==> config.mk <==
export PLATFORM = sky130hd
export DESIGN_NAME = apple_spawner
export DESIGN_NICKNAME = d
export VERILOG_FILES = /design/src/rtl/snake_pkg.sv /design/src/rtl/lfsr_gen.sv /design/src/rtl/apple_spawner.sv
export SDC_FILE = /design/constraint.sdc
export NUM_CORES = 1
export LEC_CHECK = 0
export CAP_MARGIN = 20
export CORE_UTILIZATION = 54
export CTS_CLUSTER_DIAMETER = 30
export CTS_CLUSTER_SIZE = 14
export DETAILED_ROUTE_END_ITERATION = 6
export PLACE_DENSITY = 0.79
export SLEW_MARGIN = 25
export SYNTH_ARGS = -nofsm -noshare
export SYNTH_HDL_FRONTEND = slang
export SYNTH_SLANG_ARGS = --single-unit
==> constraint.sdc <==
create_clock -name clk_25M -period 2.3 [get_ports clk_25M]
set_input_delay 0.345 -clock clk_25M [delete_from_list [all_inputs] [get_ports clk_25M]]
set_output_delay 0.345 -clock clk_25M [all_outputs]
set_load 0.05 [all_outputs]
==> src/rtl/snake_pkg.sv <==
// snake_pkg: playfield constants, spawner FSM states and Galois LFSR tap table
// rev 1.0
`default_nettype none

package snake_pkg;

  localparam int PF_X_W   = 7;
  localparam int PF_Y_W   = 6;
  localparam int PF_X_MIN = 5;
  localparam int PF_X_MAX = 67;
  localparam int PF_Y_MIN = 7;
  localparam int PF_Y_MAX = 53;
  localparam int PF_X_RST = 40;
  localparam int PF_Y_RST = 30;

  typedef enum logic [1:0] {
    IDLE  = 2'd0,
    DRAW  = 2'd1,
    CHECK = 2'd2
  } spawn_state_t;

  // Right-shifting Galois feedback masks for maximal-length sequences; 0 = unsupported width.
  function automatic logic [31:0] lfsr_taps(input int w);
    case (w)
      4:       return 32'h0000_000C;
      5:       return 32'h0000_0014;
      6:       return 32'h0000_0030;
      7:       return 32'h0000_0060;
      8:       return 32'h0000_00B8;
      16:      return 32'h0000_B400;
      24:      return 32'h00E1_0000;
      32:      return 32'h8020_0003;
      default: return 32'h0000_0000;
    endcase
  endfunction

endpackage

`default_nettype wire

==> src/rtl/lfsr_gen.sv <==
// lfsr_gen: free-running right-shift Galois LFSR, taps from the shared tap table
// rev 1.0
`default_nettype none

module lfsr_gen
  import snake_pkg::*;
#(
  parameter int           W    = 16,
  parameter logic [W-1:0] SEED = W'(16'hACE1)
) (
  input  logic         clk,
  input  logic         rst,
  output logic [W-1:0] state
);

  localparam logic [W-1:0] TAPS = W'(lfsr_taps(W));

  if (TAPS == '0 || SEED == '0) begin : g_bad_params
    $error("lfsr_gen: unsupported width or zero seed");
  end

  always_ff @(posedge clk or posedge rst) begin
    if (rst) begin
      state <= SEED;
    end else begin
      state <= {1'b0, state[W-1:1]} ^ (state[0] ? TAPS : '0);
    end
  end

endmodule

`default_nettype wire

==> src/rtl/apple_spawner.sv <==
// apple_spawner: draws LFSR-based candidates inside the playfield window and
// retries against the snake-body occupancy query until a free cell or budget end. rev 1.0
`default_nettype none

module apple_spawner
  import snake_pkg::*;
#(
  parameter int                X_W       = PF_X_W,
  parameter int                Y_W       = PF_Y_W,
  parameter int                X_MIN     = PF_X_MIN,
  parameter int                X_MAX     = PF_X_MAX,
  parameter int                Y_MIN     = PF_Y_MIN,
  parameter int                Y_MAX     = PF_Y_MAX,
  parameter int                X_RST     = PF_X_RST,
  parameter int                Y_RST     = PF_Y_RST,
  parameter int                LFSR_W    = 16,
  parameter logic [LFSR_W-1:0] SEED      = LFSR_W'(16'hACE1),
  parameter int                MAX_TRIES = 8
) (
  input  logic           clk_25M,
  input  logic           rst,
  input  logic           apple_gen,
  input  logic           occ_ack,
  input  logic           occ_hit,
  output logic           occ_req,
  output logic [X_W-1:0] occ_x,
  output logic [Y_W-1:0] occ_y,
  output logic [X_W-1:0] apple_x_pos,
  output logic [Y_W-1:0] apple_y_pos,
  output logic           apple_busy,
  output logic           apple_done,
  output logic           apple_fail
);

  localparam int SX  = X_MAX - X_MIN + 1;
  localparam int SY  = Y_MAX - Y_MIN + 1;
  localparam int WX  = $clog2(SX);
  localparam int WY  = $clog2(SY);
  localparam int WXP = WX + 1;
  localparam int WYP = WY + 1;
  localparam logic [WX:0] SX_V = WXP'(SX);
  localparam logic [WY:0] SY_V = WYP'(SY);

  if ((2 ** WX) > 2 * SX || (2 ** WY) > 2 * SY || WX + WY > LFSR_W ||
      X_MAX >= (2 ** X_W) || Y_MAX >= (2 ** Y_W)) begin : g_bad_window
    $error("apple_spawner: window does not fit the coordinate or LFSR widths");
  end

  if (X_RST < X_MIN || X_RST > X_MAX || Y_RST < Y_MIN || Y_RST > Y_MAX ||
      MAX_TRIES < 1 || MAX_TRIES > 255) begin : g_bad_config
    $error("apple_spawner: reset position outside window or illegal try budget");
  end

  logic [LFSR_W-1:0] lfsr;

  lfsr_gen #(
    .W    (LFSR_W),
    .SEED (SEED)
  ) u_lfsr (
    .clk   (clk_25M),
    .rst   (rst),
    .state (lfsr)
  );

  if (WX + WY < LFSR_W) begin : g_unused_lfsr
    logic unused_lfsr_hi;
    assign unused_lfsr_hi = ^lfsr[LFSR_W-1:WX+WY];
  end

  // One conditional subtract is enough because the raw field is below 2*span.
  logic [WX-1:0]  raw_x, fold_x;
  logic [WY-1:0]  raw_y, fold_y;
  logic [X_W-1:0] cand_x;
  logic [Y_W-1:0] cand_y;

  always_comb begin
    raw_x  = lfsr[WX-1:0];
    raw_y  = lfsr[WX+WY-1:WX];
    fold_x = ({1'b0, raw_x} >= SX_V) ? WX'({1'b0, raw_x} - SX_V) : raw_x;
    fold_y = ({1'b0, raw_y} >= SY_V) ? WY'({1'b0, raw_y} - SY_V) : raw_y;
    cand_x = X_W'(X_MIN) + X_W'(fold_x);
    cand_y = Y_W'(Y_MIN) + Y_W'(fold_y);
  end

  spawn_state_t state, state_nxt;
  logic [7:0]   tries;
  logic         last_try;

  assign last_try = (tries == 8'(MAX_TRIES));

  always_ff @(posedge clk_25M or posedge rst) begin
    if (rst) begin
      state <= IDLE;
    end else begin
      state <= state_nxt;
    end
  end

  always_comb begin
    state_nxt = state;
    case (state)
      IDLE:    if (apple_gen) state_nxt = DRAW;
      DRAW:    state_nxt = CHECK;
      CHECK: begin
        if (occ_ack) begin
          state_nxt = (occ_hit && !last_try) ? DRAW : IDLE;
        end
      end
      default: state_nxt = IDLE;
    endcase
  end

  always_ff @(posedge clk_25M or posedge rst) begin
    if (rst) begin
      tries       <= '0;
      occ_req     <= 1'b0;
      occ_x       <= '0;
      occ_y       <= '0;
      apple_x_pos <= X_W'(X_RST);
      apple_y_pos <= Y_W'(Y_RST);
      apple_busy  <= 1'b0;
      apple_done  <= 1'b0;
      apple_fail  <= 1'b0;
    end else begin
      apple_done <= 1'b0;
      apple_fail <= 1'b0;
      apple_busy <= (state_nxt != IDLE);
      case (state)
        IDLE: begin
          if (apple_gen) tries <= '0;
        end
        DRAW: begin
          occ_x   <= cand_x;
          occ_y   <= cand_y;
          tries   <= tries + 8'd1;
          occ_req <= 1'b1;
        end
        CHECK: begin
          if (occ_ack) begin
            occ_req <= 1'b0;
            // Budget exhausted: the last candidate is committed anyway and flagged.
            if (!occ_hit || last_try) begin
              apple_x_pos <= occ_x;
              apple_y_pos <= occ_y;
              apple_done  <= 1'b1;
              apple_fail  <= occ_hit;
            end
          end
        end
        default: ;
      endcase
    end
  end

endmodule

`default_nettype wire

### Yosys cells after proc, flatten, opt, wreduce, memory -nomap -nowiden

Index checks and enable logic that the tools add are counted.

* register bits: 56
* latch bits: 0
* input port bits: 5
* memories kept: 0
* memory bits (writable): 0
* output and inout bits: 30
* logic and storage cells: 52
* memory bits (read-only): 0

* shift operators: 0
* bitwise operators: 1
* muxes and demuxes: 17
* div/mod/pow operators: 0
* multipliers: 0
* order comparisons: 2
* add/subtract/negate cells: 5
* equality and inequality tests: 5
* reduce and logical (&&, ||, !) cells: 11

Operator list (number)
* 16-bit two-way mux: 1
* 8-bit one-hot mux with 2 select lines: 1
* 15-bit by 16-bit bitwise XOR with 16-bit output: 1
* 6-bit >= comparator (second input constant): 2
* 6-bit two-way mux: 2
* 6-bit subtractor (second input constant): 2
* 8-bit by 1-bit adder with 8-bit output (second input constant): 1
* 8-bit by 4-bit equality test with 1-bit output (second input constant): 1
* 1-bit two-way mux: 8
* 8-bit two-way mux: 1
* 3-bit by 6-bit adder with 7-bit output (first input constant): 1
* 3-bit by 6-bit adder with 6-bit output (first input constant): 1
* 2-bit one-hot mux with 3 select lines: 1
* 2-bit nonzero test: 3
* 2-bit two-way mux: 2
* 2-bit != test (second input constant): 2
* 2-bit AND reduction: 2
* 3-bit AND reduction: 1
* 2-bit by 1-bit equality test with 1-bit output (second input constant): 1
* 2-bit equality test (second input constant): 1
* 1-bit logical NOT: 2
* 2-bit logical NOT: 1
* 1-bit one-hot mux with 2 select lines: 1
* 1-bit logical AND: 1
* 1-bit logical OR: 1

### Longest topological paths before layout

Gate-level depths: netlist (run 1).

* depth in word-level cells: 7
* gate-level depth with buffers: 9
* gate-level depth less buffers: 9

### Cells and area by module

From an unflattened synthesis (run 1), not the netlist that was laid out.

* cells, all modules: 214
* area, all modules: 2431.1 um2

By module, submodules not included
* apple_spawner: area each 1990.7 um2, cells an instance 194, times used 1
* lfsr_gen: area each 440.4 um2, cells an instance 20, times used 1

### Least setup slack after synthesis (run 1)

OpenSTA, ideal clock, no wires.

* path kind: register to register
* start point: reg u_lfsr.state[6]
* end point: reg occ_y[4]
* setup slack: 0.200 ns
* stages on the path, launching flop included: 10
* data arrival time: 2.031 ns
* cell sequence: dfstp_2 -> ha_1 -> and3_1 -> o21ai_0 -> xor2_1 -> ha_1 -> inv_1 -> a211oi_1 -> a2111o_1 -> nand3_1

* longest elaborated chain between the ends: 3

Ends and longest elaborated chain
* start, declared: line lfsr_gen.sv:13 `output logic [W-1:0] state`
* start signal, assigned: line lfsr_gen.sv:26 `state <= {1'b0, state[W-1:1]} ^ (state[0] ? TAPS : '0);`
* 6-bit subtractor / 6-bit >= comparator (equally long branches): line apple_spawner.sv:80 `fold_y = ({1'b0, raw_y} >= SY_V) ? WY'({1'b0, raw_y} - SY_V) : raw_y;`
* 6-bit two-way mux (*): line apple_spawner.sv:80
* 3-bit by 6-bit adder with 6-bit output (*): line apple_spawner.sv:82 `cand_y = Y_W'(Y_MIN) + Y_W'(fold_y);`
* end signal, assigned: line apple_spawner.sv:134 `occ_y <= cand_y;`
* end, declared: line apple_spawner.sv:27 `output logic [Y_W-1:0] occ_y,`

Mark *: on every way between the ends. The rest lies on a longest branch, timed or not.
A chain may end at the register's enable or synchronous reset.

### Final worst setup path (run 1)

Ends and elaborated chain as after synthesis.

==> results.md, run 1 <==
* Status: finished with violations
* Failing checks: design-rule violations
* Fraction of final layout cells with drive strength greater than 1 at 18.7%
* Number of DRC violations after detailed routing at 9
* Adder and majority gate portion of the synthesized area at 2.47%
* Initial antenna violation count at 0
* Die ar. at 0.00497 sq mm
* Leakage power at 0.00140 uW
* Area growth from synthesis to layout at 19.4%
* CTS tree: done
* Chip Height at 70.5 microns
* Total count of hold-check failures in the final report at 0
* Maximum fanout encountered on the critical timing path at 8
* Clock tree root driver cell: sky130_fd_sc_hd__clkbuf_8
* TritonCTS sink count at 56
* Share of flip-flops with an asynchronous set or reset at 100%
* Number of CTS-inserted buffers at 5
* Largest family of logic cells by synthesized area: simple AND/OR/NAND/NOR gates
* Count of non-filler cells in the finished layout at 303
* Portion of netlist area occupied by mux cells at 9.99%
* DP Wirelength at 3100 microns
* Cells on Worst Hold Path at 0
* Via count of the first global-routing pass at 1728
* Number of instances in the synthesized netlist at 215
* Synth Flop Type: sky130_fd_sc_hd__dfrtp_1
* Power, Total at 3140 uW
* Tcrit/Tclk final at 91.8%
* Sequential area share after synthesis at 56.1%
* Critical path data arrival time at 2.36 ns
* Final worst clock skew at 0.00834 ns
* Buffering stage count on the worst path with inverters included at 1
* Register-to-Register Setup Slack at 0.19 ns
* Average cell area after synthesis at 11.8 sq um
* Slowest stage delay, CP at 0.61 ns
* Combined flip-flop and latch cell area at 0.00142 sq mm
* Area fraction in compound gates after synthesis at 11.4%
* Min Hold Slack at 0.359 ns
* Overall track demand over capacity in global routing at 20.4%
* Number of endpoints failing setup at the final stage at 0
* Mapped cell area at 0.00253 sq mm
* Average detailed-routed wire length per instance at 15.0 microns
* Critical path endpoint category: flop
* Count of pins over their slew limit at 0
* Number of flip-flops and latches in the synthesized netlist at 56
* Violation count after the first detailed-route iteration at 77
* Worst setup path class: reg -> reg
* RR Endpoint: occ_y[4]$_DFFE_PP0P_
* Max IR drop VDD at 0.000495 V
* Post-synthesis cell type count at 46
* Number of enable-type register cells in the synthesized netlist at 0
* Critical Path Start Type: flop
* Top cell family by delay on the critical path: flip-flops
* Final Util at 68.0%
* Worst-path cell chain: ha_1 -> and3_1 -> o21ai_2 -> xor2_1 -> ha_1 -> inv_1 -> a211oi_1 -> a2111o_1 -> nand3_1
* Slowest-stage cell, CP: sky130_fd_sc_hd__dfstp_2
* Launching point of the worst reg2reg path: u_lfsr.state[6]$_DFF_PP1_
* Power per Cell Area at 1040 mW/mm^2
* CP dominant cell by count: sky130_fd_sc_hd__ha_1
* Maximum number of pins on one net before global-route repair at 57
* Number of maximum-capacitance constraint violations at 0
* Final critical path time including I/O delays and setup at 2.11 ns
* Via count at 1718
* Number of gates on the worst path with buffers counted at 9
* Wire length of the first global-routing pass at 7840 microns
* Gr ovfl total at 0
* Maximum buffer depth of the clock tree at 2
* Synthesized Nets at 225
* Critical Path Sink: occ_y[4]$_DFFE_PP0P_
* Number of nets with antenna violations after routing at 0
* HP Class: reg -> reg
* Clock latency on the worst-skew pair at 0.31 ns
* Number of detailed-route iterations in the first pass at 6
* Number of warnings issued by yosys at 0
* Starting Density at 57.0%
* Xor and xnor fraction of the mapped netlist area at 2.77%
* Site Rows at 24
* Final GP Congestion at 0.820
* Total of buffers placed on input and output ports at 34
* Filler Cells Inserted at 344
* Slew at the pin with the worst max-slew slack at 0.778 ns
* Leading cell types in the layout, fill and taps excluded: sky130_fd_sc_hd__dfrtp_1 (42), sky130_fd_sc_hd__clkdlybuf4s50_1 (34), sky130_fd_sc_hd__nand2_1 (28), sky130_fd_sc_hd__o21ai_0 (16), sky130_fd_sc_hd__dfstp_2 (14)
* Drt total wl at 4530 microns
* Worst Reg2Reg Path Length in Cells at 9
* Critical Path Start: u_lfsr.state[6]$_DFF_PP1_
* Setup tns final at 0 ns
* Count of buffers added by post-CTS timing repair for setup at 0
* Area of combinational cells with multiple inputs at 0.00103 sq mm
* Via-to-Cell Ratio at 5.67
* H-tree depth at 2
* Upper clock frequency limit at 473 MHz
* Diode insertion count for antenna repair at 0
* Cell count after placement at 295
* Crit path required time at 2.55 ns
* RSZ-0062 raised after global routing: false
* Clock transition time at the flip-flop clock pins of the worst setup and hold paths at 0.09 ns
* CORE AREA at 0.00444 sq mm
* Basic-gate share of the synthesized area counting and, or, nand and nor cells at 13.8%
* I/O Pins at 35
* Leading cell type in the layout, fill and taps excluded: sky130_fd_sc_hd__dfrtp_1
* Overall die width at 70.5 microns
* Worst slew margin relative to its limit at 48.1%
* Final nets at 260
[cell families (layout without fill, tap and decap cells)]
kind of cell               after synthesis  after routing
and+or+nand+nor                         67             67
DFF                                     56             56
AOI/OAI and AO/OA                       42             42
muxes                                   20             20
buffers and inverters                   17             53
xor gates and xnor gates                 8              8
adders and majority gates                5              5
[cells in the mapped netlist, types with 3 or more instances]
master,number,area (sq um)
sky130_fd_sc_hd__mux2_2,6,67.6
sky130_fd_sc_hd__nand3_1,9,45.0
sky130_fd_sc_hd__a31oi_1,3,18.8
sky130_fd_sc_hd__nand4_1,4,25.0
sky130_fd_sc_hd__mux2_4,9,135
sky130_fd_sc_hd__dfstp_2,14,368
sky130_fd_sc_hd__o21ai_0,17,85.1
sky130_fd_sc_hd__nand2_1,28,105
sky130_fd_sc_hd__nor2_1,7,26.3
sky130_fd_sc_hd__dfrtp_1,42,1050
sky130_fd_sc_hd__nor2b_1,4,25.0
sky130_fd_sc_hd__xor2_1,5,43.8
sky130_fd_sc_hd__ha_1,5,62.6
sky130_fd_sc_hd__clkbuf_1,5,18.8
sky130_fd_sc_hd__and3_1,3,18.8
sky130_fd_sc_hd__nand2b_1,3,18.8
sky130_fd_sc_hd__mux2i_1,5,50.1
sky130_fd_sc_hd__xnor2_1,3,26.3
sky130_fd_sc_hd__inv_1,8,30.0
[layout make-up]
class	instances	area share (%)
flip-flops and latches	56	46.9
repair buffers	37	12.4
inverters	8	0.993
clock buffers	6	2.40
clock inverters	2	1.16
well taps	52	2.15
multi-input cells	142	33.9
[worst min path at each step]
stage	startpoint	to	slack, ns
2_1_floorplan	u_lfsr.state[12]$_DFF_PP0_	u_lfsr.state[11]$_DFF_PP1_	0.33
3_3_place_gp	u_lfsr.state[12]$_DFF_PP0_	u_lfsr.state[11]$_DFF_PP1_	0.34
3_5_place_dp	u_lfsr.state[12]$_DFF_PP0_	u_lfsr.state[11]$_DFF_PP1_	0.34
4_1_cts	u_lfsr.state[12]$_DFF_PP0_	u_lfsr.state[11]$_DFF_PP1_	0.37
5_1_grt	u_lfsr.state[12]$_DFF_PP0_	u_lfsr.state[11]$_DFF_PP1_	0.37
6_report	u_lfsr.state[12]$_DFF_PP0_	u_lfsr.state[11]$_DFF_PP1_	0.36
[flip-flops by register name (all words and copies together), names as in the netlist]
name	flops
occ_x	7
state	2
apple_busy	1
apple_y_pos	6
apple_fail	1
tries	8
occ_y	6
apple_done	1
apple_x_pos	7
occ_req	1
u_lfsr.state	16
[report_power, final]
part / internal [uW] / switching (uW)
sequential: 1180 / 129
combinational: 439 / 768
clock: 323 / 304
total: 1940 / 1200
[what timing repair did]
item,CTS,global route
resized for setup,0,2
hold buffers,0,0
endpoints found under the setup margin,0,1
[through the flow]
stage                     setup WS, ns  area [sq um]
after floorplan                  0.200          2530
after global placement           0.214          2910
after detailed placement         0.115          2910
after CTS                       0.0825          3020
after global routing            0.0110          3020
final                            0.188          3020
[metal layers]
layer	vias up	routed length, microns	track usage [%]	share of wire, %
li1	826	-	-	-
met1	836	2080	25.6	46
met2	47	2150	33.1	48
met3	9	210	5.34	4.6
met4	0	84	9.52	1.9
met5	-	0	0	0
No activity file was read; power rests on OpenSTA's default activity.
==> inputs of run 2 (changes only) <==
==> constraint.sdc (replaced) <==
create_clock -name clk_25M -period 2.3 [get_ports clk_25M]
set_input_delay 0.46 -clock clk_25M [delete_from_list [all_inputs] [get_ports clk_25M]]
set_output_delay 0.46 -clock clk_25M [all_outputs]
set_load 0.05 [all_outputs]
==> run 2 against run 1 <==
The run still ends with design-rule violations left. Combinational power barely moved. Die area stayed put. Sequential cell count stayed put. Final cell count rose by 0.66%. Largest cell class unchanged.
==> results.md, run 2 (synthesized netlist as in run 1, its figures left out) <==
* Maximum buffer depth of the clock tree at 2
* HP Class: reg -> reg
* Status: finished with violations
* CTS tree: done
* Violation count after the first detailed-route iteration at 134
* Hold Crit Endpoint: u_lfsr.state[11]$_DFF_PP1_
* Diode insertion count for antenna repair at 0
* Pre-CTS setup slack at 0.110 ns
* Final worst clock skew at 0.00848 ns
* Via count of the first global-routing pass at 1659
* Launching point of the worst reg2reg path: u_lfsr.state[7]$_DFF_PP1_
* Drt total wl at 4610 microns
* Register with the highest flop count: u_lfsr.state
* Worst setup path class: reg -> reg
* Total count of hold-check failures in the final report at 0
* RR Endpoint: occ_y[4]$_DFFE_PP0P_
* Number of nets with antenna violations after routing at 0
* Via count at 1724
* Critical path endpoint category: flop
* Number of maximum-capacitance constraint violations at 0
* Count of pins over their slew limit at 0
* Starting Density at 57.0%
* Clock tree root driver cell: sky130_fd_sc_hd__clkbuf_8
* Top flop regs: u_lfsr.state: 16 flops, tries: 8 flops
* Number of detailed-route iterations in the first pass at 6
* Register-to-Register Setup Slack at 0.14 ns
* Setup tns final at 0 ns
* Leading cell type in the layout, fill and taps excluded: sky130_fd_sc_hd__dfrtp_1
* Met2 usage at 33.1%
* Max IR drop VDD at 0.000501 V
* Final GP Congestion at 0.825
* DP Wirelength at 3020 microns
* Via-to-Cell Ratio at 5.65
* Clock latency on the worst-skew pair at 0.31 ns
* Hold path startpoint: u_lfsr.state[12]$_DFF_PP0_
* Die ar. at 0.00497 sq mm
* Number of CTS-inserted buffers at 5
* Site Rows at 24
* Clock transition time at the flip-flop clock pins of the worst setup and hold paths at 0.09 ns
* Failing checks: design-rule violations
* Area growth from synthesis to layout at 20.1%
* Leakage power at 0.00141 uW
* CORE AREA at 0.00444 sq mm
* Critical path data arrival time at 2.41 ns
* Slack of the critical path at 0.137 ns
* Met3 Track Usage GR at 5.48%
* Power per Cell Area at 1030 mW/mm^2
* RSZ-0062 raised after global routing: false
* Tcrit/Tclk final at 94.0%
* Upper clock frequency limit at 462 MHz
* Total of buffers placed on input and output ports at 34
* Post-Place Cell Area at 0.00292 sq mm
* H-tree depth at 2
* TritonCTS sink count at 56
* Initial antenna violation count at 0
* I/O Pins at 35
* Gr busiest metal: met2
* Average detailed-routed wire length per instance at 15.1 microns
* Final critical path time including I/O delays and setup at 2.16 ns
* Worst Reg2Reg Path Length in Cells at 9
* Leading cell types in the layout, fill and taps excluded: sky130_fd_sc_hd__dfrtp_1 (42), sky130_fd_sc_hd__clkdlybuf4s50_1 (34), sky130_fd_sc_hd__nand2_1 (28), sky130_fd_sc_hd__o21ai_0 (16), sky130_fd_sc_hd__dfstp_2 (14)
* Critical Path Start Type: flop
* Maximum fanout encountered on the critical timing path at 7
* Overall track demand over capacity in global routing at 20.0%
* Number of DRC violations after detailed routing at 8
* Cells on Worst Hold Path at 0
* Crit path required time at 2.55 ns
* Design area at 0.00304 sq mm
* Slew at the pin with the worst max-slew slack at 0.829 ns
* Fraction of final layout cells with drive strength greater than 1 at 19.4%
* Wire length of the first global-routing pass at 7570 microns
* Overall die width at 70.5 microns
* Final nets at 262
* Global Route met1 Usage at 24.8%
* Chip Height at 70.5 microns
* Number of endpoints failing setup at the final stage at 0
* Gr ovfl total at 0
* Maximum number of pins on one net before global-route repair at 57
* Cell count after placement at 296
* Worst slew margin relative to its limit at 44.7%
* Count of non-filler cells in the finished layout at 305
* Max FFs per register at 16
==> run 2: cell types whose count changed in the layout (fill, tap and decap cells not counted), sizes merged <==
cell  delta
buf      +2
==> run 2: worst max-delay path by stage <==
stage	from	end	slack, ns	depth (start not counted)
2_1_floorplan	u_lfsr.state[6]$_DFF_PP1_	occ_y[4]$_DFFE_PP0P_	0.20	9
6_report	u_lfsr.state[7]$_DFF_PP1_	occ_y[4]$_DFFE_PP0P_	0.14	9
3_5_place_dp	u_lfsr.state[6]$_DFF_PP1_	occ_y[4]$_DFFE_PP0P_	0.11	9
3_3_place_gp	u_lfsr.state[6]$_DFF_PP1_	occ_y[4]$_DFFE_PP0P_	0.21	9
5_1_grt	u_lfsr.state[7]$_DFF_PP1_	occ_y[4]$_DFFE_PP0P_	0.03	9
4_1_cts	u_lfsr.state[6]$_DFF_PP1_	occ_y[4]$_DFFE_PP0P_	0.07	9
==> run 2: worst max-delay path: stages (launching register included) <==
cell	delay, ns
sky130_fd_sc_hd__dfstp_2	0.59
sky130_fd_sc_hd__ha_1	0.19
sky130_fd_sc_hd__and3_1	0.22
sky130_fd_sc_hd__o21ai_1	0.11
sky130_fd_sc_hd__xor2_1	0.20
sky130_fd_sc_hd__ha_1	0.20
sky130_fd_sc_hd__inv_1	0.11
sky130_fd_sc_hd__a211oi_2	0.06
sky130_fd_sc_hd__a2111o_1	0.36
sky130_fd_sc_hd__nand3_1	0.07
==> run 2: power by group <==
part | total (uW) | switching (uW) | internal (uW)
sequential | 1310 | 131 | 1180
combinational | 1210 | 770 | 437
clock | 629 | 306 | 323
==> run 2: what timing repair did <==
action	4_1_cts	5_1_grt
setup endpoints to repair	0	1
resized for setup	0	2
hold buffers	0	0
buffers inserted	0	1
==> run 2: layout make-up <==
cell class / instances / area (sq um)
flip-flops and latches: 56 / 1420
fillers: 338 / 1410
multi-input cells: 142 / 1030
repair buffers: 39 / 390
clock buffers: 6 / 72.6
well taps: 52 / 65.1
clock inverters: 2 / 35.0
inverters: 8 / 30.0
==> run 2: through the flow <==
stage / power (uW) / utilization [%] / hold WS [ns]
after CTS: 3170 / 68.1 / 0.360
final: 3140 / 68.4 / 0.357
after global routing: 3280 / 68.4 / 0.381
after detailed placement: 2530 / 65.7 / 0.339
after global placement: 2510 / 65.7 / 0.335
after floorplan: 2160 / - / 0.333
==> run 2: layer usage <==
layer	part of all wire [%]	routed length (microns)	vias up
li1	-	-	829
met1	46	2140	844
met2	47	2170	45
met3	4.9	225	6
met4	1.5	69	0
met5	0	0	-
==> inputs of run 3 (changes only) <==
--- a/config.mk
+++ b/config.mk
@@ -6,12 +6,13 @@
 export NUM_CORES = 1
 export LEC_CHECK = 0
 export CAP_MARGIN = 20
-export CORE_UTILIZATION = 54
+export CORE_UTILIZATION = 53
 export CTS_CLUSTER_DIAMETER = 30
 export CTS_CLUSTER_SIZE = 14
 export DETAILED_ROUTE_END_ITERATION = 6
-export PLACE_DENSITY = 0.79
+export PLACE_DENSITY = 0.78
 export SLEW_MARGIN = 25
 export SYNTH_ARGS = -nofsm -noshare
 export SYNTH_HDL_FRONTEND = slang
+export SYNTH_HIERARCHICAL = 1
 export SYNTH_SLANG_ARGS = --single-unit
==> run 3 against run 2 <==
Area after synthesis decreased by 4.0%. The flow now finishes without violations. Sequential power about the same. Non-clock buffer count decreased by 1. Via count decreased by 2.1%. Setup slack improved by 0.046 ns. Sequential cell count unchanged. Synthesized cell count decreased by 0.47%. First-iteration DRC count increased by 3.0%. Clock power about the same. Hold slack improved by 0.0062 ns.
==> results.md, run 3 <==
* Top cell family by delay on the critical path: buffers and inverters
* Post-CTS resize count at 0
* Number of endpoints failing setup at the final stage at 0
* Fraction of final layout cells with drive strength greater than 1 at 17.0%
* Slowest stage delay, CP at 0.79 ns
* Filler Cells Inserted at 350
* Wire length of the first global-routing pass at 7580 microns
* Overall track demand over capacity in global routing at 20.3%
* CORE AREA at 0.00438 sq mm
* Clock tree root driver cell: sky130_fd_sc_hd__clkbuf_8
* Final worst clock skew at 0.00679 ns
* Overall die width at 69.7 microns
* Upper clock frequency limit at 472 MHz
* Min Hold Slack at 0.364 ns
* Via count at 1688
* Count of pins over their slew limit at 0
* Setup tns final at 0 ns
* Synthesized Nets at 224
* Number of maximum-capacitance constraint violations at 0
* I/O Pins at 35
* Final critical path time including I/O delays and setup at 2.12 ns
* Number of DRC violations after detailed routing at 0
* Critical path data arrival time at 1.66 ns
* Slowest-stage cell, CP: sky130_fd_sc_hd__clkdlybuf4s50_1
* Drt total wl at 4440 microns
* Largest area contributor in the synthesized netlist: sky130_fd_sc_hd__dfrtp_1
* Via count of the first global-routing pass at 1639
* RSZ-0062 raised after global routing: false
* Maximum buffer depth of the clock tree at 2
* Top flop regs: u_lfsr/state: 16 flops, tries: 8 flops
* Power per Cell Area at 1100 mW/mm^2
* Buffering stage count on the worst path with inverters included at 1
* Starting Density at 55.5%
* Initial antenna violation count at 0
* Average cell area after synthesis at 11.4 sq um
* Final GP Congestion at 0.874
* Worst slew margin relative to its limit at 62.6%
* Count of buffers added by post-CTS timing repair for setup at 0
* Met2 usage at 31.9%
* Worst setup path class: reg -> out
* Number of flip-flops and latches in the synthesized netlist at 56
* Combined flip-flop and latch cell area at 0.00142 sq mm
* Maximum number of pins on one net before global-route repair at 41
* Clock latency on the worst-skew pair at 0.32 ns
* Share of flip-flops with an asynchronous set or reset at 100%
* Max IR drop VDD at 0.000665 V
* Register with the highest flop count: u_lfsr/state
* Total of buffers placed on input and output ports at 34
* Number of CTS-inserted buffers at 5
* Area of combinational cells with multiple inputs at 943 sq um
* Number of instances in the synthesized netlist at 214
* TritonCTS sink count at 56
* Most repeated cell in the gate-level netlist after synthesis: sky130_fd_sc_hd__dfrtp_1
* Power, Total at 3230 uW
* Leading cell types in the layout, fill and taps excluded: sky130_fd_sc_hd__dfrtp_1 (42), sky130_fd_sc_hd__clkdlybuf4s50_1 (34), sky130_fd_sc_hd__nand2_1 (28), sky130_fd_sc_hd__o21ai_0 (25)
* Maximum fanout encountered on the critical timing path at 2
* Mapped cell area at 0.00243 sq mm
* Gr busiest metal: met2
* Via-to-Cell Ratio at 5.53
* Critical path endpoint category: output pin
* Synth Flop Type: sky130_fd_sc_hd__dfrtp_1
* Number of detailed-route iterations in the first pass at 4
* Total count of hold-check failures in the final report at 0
* Worst-path cell chain: clkdlybuf4s50_1
* DP Wirelength at 3070 microns
* Number of warnings issued by yosys at 6
* Max FFs per register at 16
* Status: complete, no violations
* Post-synthesis cell type count at 40
* Leading post-synthesis cells by instance count: sky130_fd_sc_hd__dfrtp_1 (42), sky130_fd_sc_hd__nand2_1 (28), sky130_fd_sc_hd__o21ai_0 (25)
* Die ar. at 0.00486 sq mm
* Area share of the leading cell type in the synthesized netlist at 43.2%
* Quantity of hold-fixing buffers added after cts at 0
* HP Class: reg -> reg
* Average detailed-routed wire length per instance at 14.6 microns
* CTS tree: done
* H-tree depth at 2
* Violation count after the first detailed-route iteration at 138
* Critical Path Start Type: flop
* Leakage power at 0.00132 uW
* Area growth from synthesis to layout at 20.9%
* Crit path required time at 1.84 ns
* Site Rows at 24
* Final Util at 67.0%
* Met3 Track Usage GR at 5.67%
* Number of nets with antenna violations after routing at 0
* Tcrit/Tclk final at 92.0%
* Diode insertion count for antenna repair at 0
* Final nets at 262
* Global Route met1 Usage at 26.9%
* Number of enable-type register cells in the synthesized netlist at 0
* Sequential area share after synthesis at 58.4%
* Gr ovfl total at 0
* Chip Height at 69.7 microns
* Leading cell type in the layout, fill and taps excluded: sky130_fd_sc_hd__dfrtp_1
* Clock transition time at the flip-flop clock pins of the worst setup and hold paths at 0.09 ns
* Slew at the pin with the worst max-slew slack at 0.561 ns
* Top cells by area, synth: sky130_fd_sc_hd__dfrtp_1 (43%), sky130_fd_sc_hd__dfstp_2 (15%), sky130_fd_sc_hd__mux2_4 (5.6%), sky130_fd_sc_hd__o21ai_0 (5.1%), sky130_fd_sc_hd__nand2_1 (4.3%)
-- run 3: cell types whose count changed in the layout (fill, tap and decap cells not counted), sizes merged, moves of 3 or more --
cell / delta
a21o: -3
o21ai: +8
mux2i: -4
a21oi: +5
nand3: +5
-- run 3: final cells by class --
class                      count  share of cell area [%]
clock buffer                   6                    2.47
clock inverter                 2                    1.19
inverter                       9                    1.15
multi-input combinational    142                    32.1
sequential                    56                    48.3
tap                           52                    2.21
timing repair buffer          38                    12.6
-- run 3: cells by family (layout without fill, tap and decap cells) --
family	count (synthesis)	after routing	synth area share, %
AOI/OAI and AO/OA	40	40	9.26
xor gates and xnor gates	10	10	3.60
adders and majority gates	5	5	2.57
buffers and inverters	16	55	2.83
DFF	56	56	58.4
muxes	14	14	7.82
and+or+nand+nor	73	73	15.5
-- run 3: metal layers --
layer / wire (microns) / share of wire, % / vias up
li1: - / - / 822
met1: 2100 / 47 / 830
met2: 2100 / 47 / 31
met3: 165 / 3.7 / 5
met4: 68 / 1.5 / 0
met5: 0 / 0 / -
-- run 3: where the power goes --
group	leakage [uW]	switching, uW	internal (uW)
clock network	0.0000552	306	323
logic	0.000573	824	454
registers	0.000697	140	1190
total	0.00132	1270	1960
-- run 3: stage by stage --
stage | instances | setup WS, ns | cell area [sq um]
final | 305 | 0.183 | 2940
after global routing | 305 | 0.0410 | 2940
after CTS | 305 | 0.165 | 2940
after detailed placement | 297 | 0.193 | 2830
after global placement | 297 | 0.303 | 2830
after floorplan | 214 | 0.257 | 2430
-- run 3: path summary, 6_finish.rpt --
path | from | end | slack (ns) | cells after the start
min in group asynchronous | rst | u_lfsr/state[14]$_DFF_PP0_ | 0.52 | 2
max reg2reg | u_lfsr/state[6]$_DFF_PP1_ | occ_y[4]$_DFFE_PP0P_ | 0.21 | 8
min reg2reg | u_lfsr/state[12]$_DFF_PP0_ | u_lfsr/state[11]$_DFF_PP1_ | 0.36 | 0
max in group asynchronous | rst | apple_x_pos[3]$_DFFE_PP1P_ | 1.32 | 3
max | apple_y_pos[3]$_DFFE_PP1P_ | apple_y_pos[3] | 0.18 | 1
min | u_lfsr/state[12]$_DFF_PP0_ | u_lfsr/state[11]$_DFF_PP1_ | 0.36 | 0
==> RTL edit (settings of run 1) <==
Set the package constant `PF_X_MIN` to 10 (it was 5).
--- a/src/rtl/snake_pkg.sv
+++ b/src/rtl/snake_pkg.sv
@@ -6,7 +6,7 @@
 
   localparam int PF_X_W   = 7;
   localparam int PF_Y_W   = 6;
-  localparam int PF_X_MIN = 5;
+  localparam int PF_X_MIN = 10;
   localparam int PF_X_MAX = 67;
   localparam int PF_Y_MIN = 7;
   localparam int PF_Y_MAX = 53;
Function: changed (a bounded check fails within 4 cycles, from zero or initial values and one cycle with rst high).
==> RTL edit against run 1 <==
- routed wire length grew 4.1%
- design area rose by 2.5%
- cell count rose by 5.6%
- sequential cell count unchanged
- largest power group unchanged
- power fell by 7.0%
- worst setup slack improved by 110 ps
- synthesized area up 1.9%
- critical path depth shrank 8
- die area is 1.8% higher
- sequential share of layout area shrank 1.2 points
- critical path type is now flip-flop to output port
- the run still ends with DRC left
==> RTL edit: results (changes against run 1) <==
{| class="wikitable"
! Metric !! Value
|-
| Remaining global-route overflow || 0 (unchanged)
|-
| Share of flip-flops with an asynchronous set or reset || 100% (unchanged)
|-
| Number of instances on the worst hold path || 0 (unchanged)
|-
| Sequential-to-total area share from yosys stat || 55.0% (-1.0 points)
|-
| Global router's overall resource usage || 20.3% (-0.19 points)
|-
| Kind of cell adding the most delay to the critical path || buffers and inverters
|-
| Routed length per placed instance || 14.7 um (-1.4%)
|-
| Number of vias in the routed layout || 1829 (+6.5%)
|-
| Post-route insts no fill || 320 (+5.6%)
|-
| Post-synth net total || 237 (+5.3%)
|-
| Violated checks || DRC
|-
| Largest stage delay on the critical path || 790 ps (+180 ps)
|-
| Clk root buf || sky130_fd_sc_hd__clkbuf_8
|-
| Initial antenna violation count || 0 (unchanged)
|-
| Count of routing violations after the opening detailed-route iteration || 108 (+40%)
|-
| Commonest cells in the synthesized netlist || 42 x sky130_fd_sc_hd__dfrtp_1, 28 x sky130_fd_sc_hd__nand2_1, 16 x sky130_fd_sc_hd__nand3_1, 14 x sky130_fd_sc_hd__dfstp_2, 13 x sky130_fd_sc_hd__o21ai_0
|-
| Worst Reg2Reg Path Length in Cells || 5 (-4)
|-
| Arrival time worst endpoint || 1660 ps (-700 ps)
|-
| Number of fillers in the final layout || 325 (-5.5%)
|-
| DRC viols || 2 (-7)
|-
| Area contributors post-synth || sky130_fd_sc_hd__dfrtp_1 41%, sky130_fd_sc_hd__dfstp_2 14%, sky130_fd_sc_hd__mux2_4 5.2%
|-
| Area of placed instances || 3000 um^2 (+3.2%)
|-
| Outcome || complete, but fails checks
|-
| Synth unique cells || 51 (+11%)
|-
| Count of nets after finishing || 277 (+6.5%)
|-
| DP HPWL || 3.34 mm (+7.8%)
|-
| Clock slew at reported path FFs || 110 ps (+20 ps)
|-
| Input/output buffers || 34 (unchanged)
|-
| Maximum count of clock buffers along a single path || 2 (unchanged)
|-
| Period utilisation layout || 87.2% (-4.7 points)
|-
| Cell total after placement || 312 (+5.8%)
|-
| Cell type of the slowest stage on the worst timing path || sky130_fd_sc_hd__clkdlybuf4s50_1
|-
| Worst hold slack across all endpoints || 363 ps (+3.98 ps)
|-
| Source of the critical timing path || apple_y_pos[1]
|-
| Routability-driven placement congestion ratio || 0.880 (+7.3%)
|-
| Ratio of cells with drive above 1 in the final layout || 18.7% (-0.068 points)
|-
| Highest net fanout along the worst path || 2 (-6)
|-
| Clock Skew || 11.6 ps (+3.25 ps)
|-
| Maximum VDD drop || 463 uV (-6.5%)
|-
| First-pass GRT wire length || 7.97 mm (+1.7%)
|-
| Syn_area_per_cell || 11.4 um^2 (-3.5%)
|}
RTL edit: cell types whose count changed after synthesis, sizes merged, moves of 3 or more:
cell    before  now
o211ai       2    5
nand3       10   17
a21oi        2    5
a211oi       3    0
or3b         3    0
o21ai       17   14
RTL edit: area by class of cell:
type / count / area (um^2) / share of cell area (%)
inverters: 8 / 30.0 / 0.969
flip-flops and latches: 56 / 1420 / 45.8
clock inverters: 3 / 26.3 / 0.848
well taps: 52 / 65.1 / 2.10
clock buffers: 5 / 68.8 / 2.22
multi-input cells: 155 / 1080 / 35.0
repair buffers: 41 / 405 / 13.1
RTL edit: routing by layer:
layer / vias to the layer above / global-route usage, % / wire (um)
li1: 897 / - / -
met1: 892 / 26.2 / 2230
met2: 33 / 34.2 / 2270
met3: 7 / 4.84 / 161
met4: 0 / 5.78 / 55
met5: - / 0 / 0
RTL edit: power by group:
part / internal (mW) / switching (mW)
combinational: 0.393 / 0.688
clock: 0.225 / 0.339
sequential: 1.15 / 0.124
RTL edit: final timing paths:
path | endpoint
max | apple_y_pos[1]
min | u_lfsr.state[11]
max reg2reg | occ_y[4]
min reg2reg | u_lfsr.state[11]
max in group asynchronous | u_lfsr.state[0]
min in group asynchronous | apple_fail
RTL edit: cell families (layout without fill, tap and decap cells):
logic type	Yosys count	count (layout)	synth area share (%)
AND/OR/NAND/NOR	78	78	15.3
flip-flops	56	56	55.0
AO/OA/AOI/OAI	45	45	12.2
multiplexers	19	19	9.36
buffers and inverters	16	57	2.91
XOR/XNOR	8	8	2.72
adder cells (fa/ha/maj)	5	5	2.43
